**config.mk**
```make
export PLATFORM = sky130hd
export DESIGN_NAME = tick_bcd_display
export DESIGN_NICKNAME = d
export VERILOG_FILES = /design/src/rtl/tick_bcd_display_pkg.sv /design/src/rtl/tick_bcd_display_bcd_to_seg7.sv /design/src/rtl/tick_bcd_display.sv
export SDC_FILE = /design/constraint.sdc
export NUM_CORES = 1
export LEC_CHECK = 0
export CORE_MARGIN = 3
export CORE_UTILIZATION = 43
export CTS_BUF_LIST = sky130_fd_sc_hd__clkbuf_8
export DETAILED_ROUTE_END_ITERATION = 7
export PLACE_DENSITY = 0.64
export SETUP_SLACK_MARGIN = 0.3
export SLEW_MARGIN = 20
export SYNTH_ARGS = -nofsm -noshare
export SYNTH_HDL_FRONTEND = slang
export SYNTH_SLANG_ARGS = --single-unit
```
**constraint.sdc**
```tcl
create_clock -name clk -period 2.1 [get_ports clk]
set_input_delay 0.525 -clock clk [delete_from_list [all_inputs] [get_ports clk]]
set_output_delay 0.525 -clock clk [all_outputs]
set_load 0.1 [all_outputs]
```
**src/rtl/tick_bcd_display_pkg.sv**
```systemverilog
// Shared constants for the tick-driven BCD display: segment patterns and digit count.
// Segment patterns are active-low, bit order {a,b,c,d,e,f,g}.
package tick_bcd_display_pkg;

   localparam int NUM_DIGITS = 4;

   localparam logic [6:0] SEG_OFF = 7'b1111111;

   localparam logic [0:9][6:0] SEG_PAT = {
      7'b0000001,  // 0
      7'b1001111,  // 1
      7'b0010010,  // 2
      7'b0000110,  // 3
      7'b1001100,  // 4
      7'b0100100,  // 5
      7'b0100000,  // 6
      7'b0001111,  // 7
      7'b0000000,  // 8
      7'b0000100   // 9
   };

   typedef logic [3:0] bcd_t;

endpackage

```
**src/rtl/tick_bcd_display_bcd_to_seg7.sv**
```systemverilog
// Combinational BCD digit to active-low 7-segment pattern; non-BCD codes blank the digit.
module bcd_to_seg7
   import tick_bcd_display_pkg::*;
(
   input  logic [3:0] i_bcd,
   output logic [6:0] o_seg
);

   always_comb begin
      o_seg = SEG_OFF;
      if (i_bcd <= 4'd9) o_seg = SEG_PAT[i_bcd];
   end

endmodule

```
**src/rtl/tick_bcd_display.sv**
```systemverilog
// Counts rising edges of a slow square wave as a 4-digit BCD value and scans it onto
// a multiplexed common-anode 7-segment display with a blinking colon.
module tick_bcd_display
   import tick_bcd_display_pkg::*;
#(
   parameter int REFRESH_DIV = 50_000,
   parameter bit BLANK_LZ    = 1'b1
) (
   input  logic clk,
   input  logic rst,
   input  logic slow_clk,
   input  logic run,
   input  logic up_down,
   input  logic clear,
   output logic dig3,
   output logic dig2,
   output logic dig1,
   output logic dig0,
   output logic a,
   output logic b,
   output logic c,
   output logic d,
   output logic e,
   output logic f,
   output logic g,
   output logic colon,
   output logic wrap
);

   localparam int RW = (REFRESH_DIV > 1) ? $clog2(REFRESH_DIV) : 1;

   logic                         r_slow_q;
   logic [NUM_DIGITS-1:0][3:0]   r_count;
   logic [RW-1:0]                r_refresh_cnt;
   logic [1:0]                   r_scan_idx;
   logic [NUM_DIGITS-1:0]        r_dig;
   logic [6:0]                   r_seg;
   logic                         r_wrap;

   logic                         w_tick;
   logic [NUM_DIGITS-1:0][3:0]   w_count_inc;
   logic [NUM_DIGITS-1:0][3:0]   w_count_dec;
   logic                         w_carry;
   logic                         w_borrow;
   logic [NUM_DIGITS-1:0]        w_lz;
   logic                         w_blank;
   bcd_t                         w_digit;
   logic [6:0]                   w_seg;

   assign w_tick = slow_clk & ~r_slow_q;

   // Ripple carry/borrow through the digits; a surviving carry/borrow means full wrap.
   always_comb begin
      w_count_inc = r_count;
      w_count_dec = r_count;
      w_carry     = 1'b1;
      w_borrow    = 1'b1;
      for (int i = 0; i < NUM_DIGITS; i++) begin
         if (w_carry) begin
            if (r_count[i] == 4'd9) begin
               w_count_inc[i] = 4'd0;
            end else begin
               w_count_inc[i] = r_count[i] + 4'd1;
               w_carry        = 1'b0;
            end
         end
         if (w_borrow) begin
            if (r_count[i] == 4'd0) begin
               w_count_dec[i] = 4'd9;
            end else begin
               w_count_dec[i] = r_count[i] - 4'd1;
               w_borrow       = 1'b0;
            end
         end
      end
   end

   // w_lz[i] is set when digit i and every digit above it are zero.
   always_comb begin
      w_lz = '0;
      for (int i = NUM_DIGITS - 1; i >= 0; i--) begin
         if (i == NUM_DIGITS - 1) w_lz[i] = (r_count[i] == 4'd0);
         else                     w_lz[i] = (r_count[i] == 4'd0) && w_lz[i+1];
      end
      w_blank = BLANK_LZ && (r_scan_idx != 2'd0) && w_lz[r_scan_idx];
   end

   assign w_digit = r_count[r_scan_idx];

   bcd_to_seg7 u_seg (
      .i_bcd (w_digit),
      .o_seg (w_seg)
   );

   always_ff @(posedge clk or posedge rst) begin
      if (rst) begin
         r_slow_q <= 1'b0;
         r_count  <= '0;
         r_wrap   <= 1'b0;
      end else begin
         r_slow_q <= slow_clk;
         r_wrap   <= 1'b0;
         if (clear) begin
            r_count <= '0;
         end else if (w_tick && run) begin
            if (up_down) begin
               r_count <= w_count_inc;
               r_wrap  <= w_carry;
            end else begin
               r_count <= w_count_dec;
               r_wrap  <= w_borrow;
            end
         end
      end
   end

   always_ff @(posedge clk or posedge rst) begin
      if (rst) begin
         r_refresh_cnt <= '0;
         r_scan_idx    <= 2'd0;
         r_dig         <= '1;
         r_seg         <= SEG_OFF;
      end else begin
         if (r_refresh_cnt == RW'(REFRESH_DIV - 1)) begin
            r_refresh_cnt <= '0;
            r_scan_idx    <= r_scan_idx + 2'd1;
         end else begin
            r_refresh_cnt <= r_refresh_cnt + RW'(1);
         end
         r_dig <= ~(NUM_DIGITS'(1) << r_scan_idx);
         r_seg <= w_blank ? SEG_OFF : w_seg;
      end
   end

   assign {dig3, dig2, dig1, dig0} = r_dig;
   assign {a, b, c, d, e, f, g}    = r_seg;
   assign colon                    = r_slow_q;
   assign wrap                     = r_wrap;

endmodule

```
==> results by group <==
GRT
  • Global-route layer with the greatest usage: met2
  • Global Route met1 Usage: 24.31%
  • Met3 usage: 3.410%
  • First-pass GRT wire length: between 10 and 15 mm
  • Largest net degree at the start of global routing: 48
  • Global route total overflow: 0
  • Combined global-route utilization of all metal layers: 17.78%
  • Number of antenna violations at the first check in global routing: 0
  • Met2 track utilization from global routing: 28.60%
  • Number of global-route vias before repair: approximately 2400

Power
  • Total power per unit cell area: 514.9 mW/mm^2
  • Leakage power: 1.700 nW
  • IR drop worst, VDD: 284.3 uV

Setup path
  • RR Startpoint: r_count[4]$_DFFE_PP0P_
  • Startpoint-to-endpoint class of the critical path: register to register
  • Origin of the worst setup path: r_count[4]$_DFFE_PP0P_
  • R2R Setup Slk: -0.04 ns
  • Maximum fanout encountered on the critical timing path: 3
  • Endpoint required time on the critical path: 2.30 ns
  • Register-to-Register Path Depth: 4
  • Data arrival time of the critical path: 2.34 ns
  • Endpoint kind of the worst setup timing path: register
  • FF-to-FF End: r_count[13]$_DFFE_PP0P_
  • Startpoint Class: register
  • End of the critical path: r_count[13]$_DFFE_PP0P_

Place
  • PortBufs: 18
  • Detailed-placement wirelength estimate: about 4.5 mm
  • Placer Congestion: 0.8824
  • Worst setup slack after placement: -0.1509 ns

Synthesis
  • Post-synthesis net count: around 340
  • Area of the mapped netlist: 0.002995 mm^2
  • Number of flops mapped to enable cells by yosys: 0
  • Leading post-synthesis cells by cell area: dfrtp_1, dfstp_2, xnor2_1, ha_1, mux4_2
  • Library cell occupying the most area in the post-synthesis netlist: dfrtp_1
  • FF+latch count, synth: 47
  • Most instantiated flip-flop cell in the synthesis netlist: dfrtp_1
  • Commonest cells in the netlist: dfrtp_1, nor2_1, xnor2_1
  • YS warnings: 0
  • Post-synth cell types: a little under 60
  • Synthesized instance count: 320
  • Portion of the post-synthesis area used by sequential elements: 39.72%
  • Fraction of synthesis flops using an asynchronous set or reset pin: 100.0%
  • Top cell type's share of synthesized area: 30.08%
  • Avg Synthesized Cell Area: between 9 and 10 um^2
  • Most frequent cell after synthesis: dfrtp_1

Die
  • Die outline width: 89.46 um
  • Ports: 19
  • Full die area: 0.008003 mm^2
  • Placeable Area: 0.006531 mm^2
  • Number of standard-cell rows in the floorplan: 29
  • Vert. Die Dim: approximately 90 um
  • Initial Utilization: about 46%

Detailed routing
  • Final wirelength: 6.675 mm
  • Residual DRC: 0
  • Drt pass-1 iters: 4
  • ANT nets after route: 0
  • Via-per-instance ratio: 5.608
  • DR iter-0 viols: 180
  • Via count of the routed design: 2490
  • Average detailed-routed wire length per instance: 15.03 um

STA
  • Worst-case clock skew: 0.006615 ns
  • Final hold violation count: 0
  • Setup-failing EPs final: 3
  • RSZ-0062 raised after global routing: yes
  • Final min period: 2.142 ns
  • Minimum setup slack in the final design: -0.04194 ns
  • Transition time at the pin with the least slew margin: 0.4859 ns
  • Number of slew-limit violations in the final report: 0
  • Fraction of the cycle the final worst path needs: 102.0%
  • Relative max-transition margin: 67.61%
  • Max Clk Rate: about 470 MHz

Clock tree
  • H-tree level count: 2
  • Clock-pin slew of the registers on the worst-case setup and hold paths: roughly 0.10 ns
  • Cts hold-fix bufs: 0
  • Inserted Clock Buffers: 5
  • Clock sink count: 47
  • CTS tree: yes
  • Buffer levels on the longest clock path: 2
  • Worst-skew pair later-pin latency: ~0.31 ns
  • Root cell of the clock tree: clkbuf_8

Outcome
  • Run status: complete, but fails checks
  • Failing checks: setup timing

Finish
  • Number of diodes added for antenna fixing: 0
  • Filler cell count in the final layout: 519
  • Area growth from synthesis to layout: 33.33%
  • Post-layout utilization of the core: about three fifths
  • Sequential cell area in the final layout: about 0.0012 mm^2
  • Nets: 382
  • Share of post-route cells with drive strength above 1: 34.88%
  • Multi-input logic area: 0.001794 mm^2

Worst hold path
  • HP Class: input port to register

Flow run
  • Number of max-capacitance violations reported: 0
-- critical path: stages, from the launching register on --
cell and delay (ns):
dfrtp_1 0.39, or4_4 0.57, or4_4 0.57, a21oi_4 0.19, mux2_4 0.31
-- cell usage in the layout (no fill, tap or decap), drive strengths merged, types with 11 or more instances in the layout --
cell type / netlist / layout
xnor2: 21 / 21
nor2: 22 / 22
o21ai: 17 / 17
dfstp: 11 / 11
buf: 6 / 60
nand3: 15 / 15
inv: 20 / 21
a21oi: 17 / 17
dfrtp: 36 / 36
nand2: 15 / 15
-- report_power, final --
part / leakage, nW / switching (W) / internal (W) / total, W
Sequential: 0.596 / 0.0000169 / 0.000930 / 0.000947
Clock: 0.0587 / 0.000338 / 0.000361 / 0.000699
Combinational: 1.05 / 0.000230 / 0.000180 / 0.000410
Total: 1.70 / 0.000585 / 0.00147 / 0.00206
-- what timing repair did --
item                       CTS  global route
buffers inserted             4            10
gates resized for setup     23            22
setup endpoints to repair   31            26
pin swaps                    7            15
-- how the worst min path moves through the flow --
stage	from	end	slack [ns]	cells after the start
after floorplan	r_refresh_cnt[0]$_DFF_PP0_	r_refresh_cnt[0]$_DFF_PP0_	0.45	1
after CTS	r_refresh_cnt[0]$_DFF_PP0_	r_refresh_cnt[0]$_DFF_PP0_	0.50	1
after detailed placement	r_refresh_cnt[0]$_DFF_PP0_	r_refresh_cnt[0]$_DFF_PP0_	0.49	1
after global routing	slow_clk	colon$_DFF_PP0_	0.39	1
final	slow_clk	colon$_DFF_PP0_	0.38	1
after global placement	r_refresh_cnt[0]$_DFF_PP0_	r_refresh_cnt[0]$_DFF_PP0_	0.48	1
-- sequential cells by signal, summed over array words and instances, names as in the netlist --
signal / flops
r_seg: 7
r_refresh_cnt: 16
r_count: 16
wrap: 1
r_scan_idx: 2
colon: 1
r_dig: 4
-- logic make-up after synthesis --
| group | share of synthesized area, % |
|---|---|
| buffers and inverters | 6.265 |
| muxes | 6.266 |
| and+or+nand+nor | 20.64 |
| AOI/OAI and AO/OA | 15.33 |
| adders and majority gates | 4.177 |
| xor gates and xnor gates | 7.602 |
| DFF | 39.72 |
-- per-layer routing --
| metal | up-vias | share of wire (%) |
|---|---|---|
| met3 | 8 | 3.6 |
| li1 | 1235 | - |
| met1 | 1196 | 46 |
| met2 | 51 | 50 |
| met4 | 0 | 1.3 |
| met5 | - | 0 |
-- final cells by class --
class | count | area share, %
multi-input combinational | 227 | 44.92
sequential | 47 | 29.89
timing repair buffer | 65 | 17.86
tap | 77 | 2.412
inverter | 20 | 2.005
clock buffer | 5 | 1.723
clock inverter | 3 | 1.190
-- through the flow --
stage	hold slack [ns]	instances	setup TNS [ns]	area (um^2)	power [W]
finish	0.3784	444	-0.09634	3994	0.002056
global placement	0.4772	422	-0.6593	3578	0.001324
CTS	0.4985	434	-0.1064	3825	0.002056
floorplan	0.4547	320	-0.1693	3064	0.001207
detailed placement	0.4857	422	-0.9035	3578	0.001328
global route	0.3875	444	-0.2303	3994	0.002144
(Power assumes the default switching activity.)
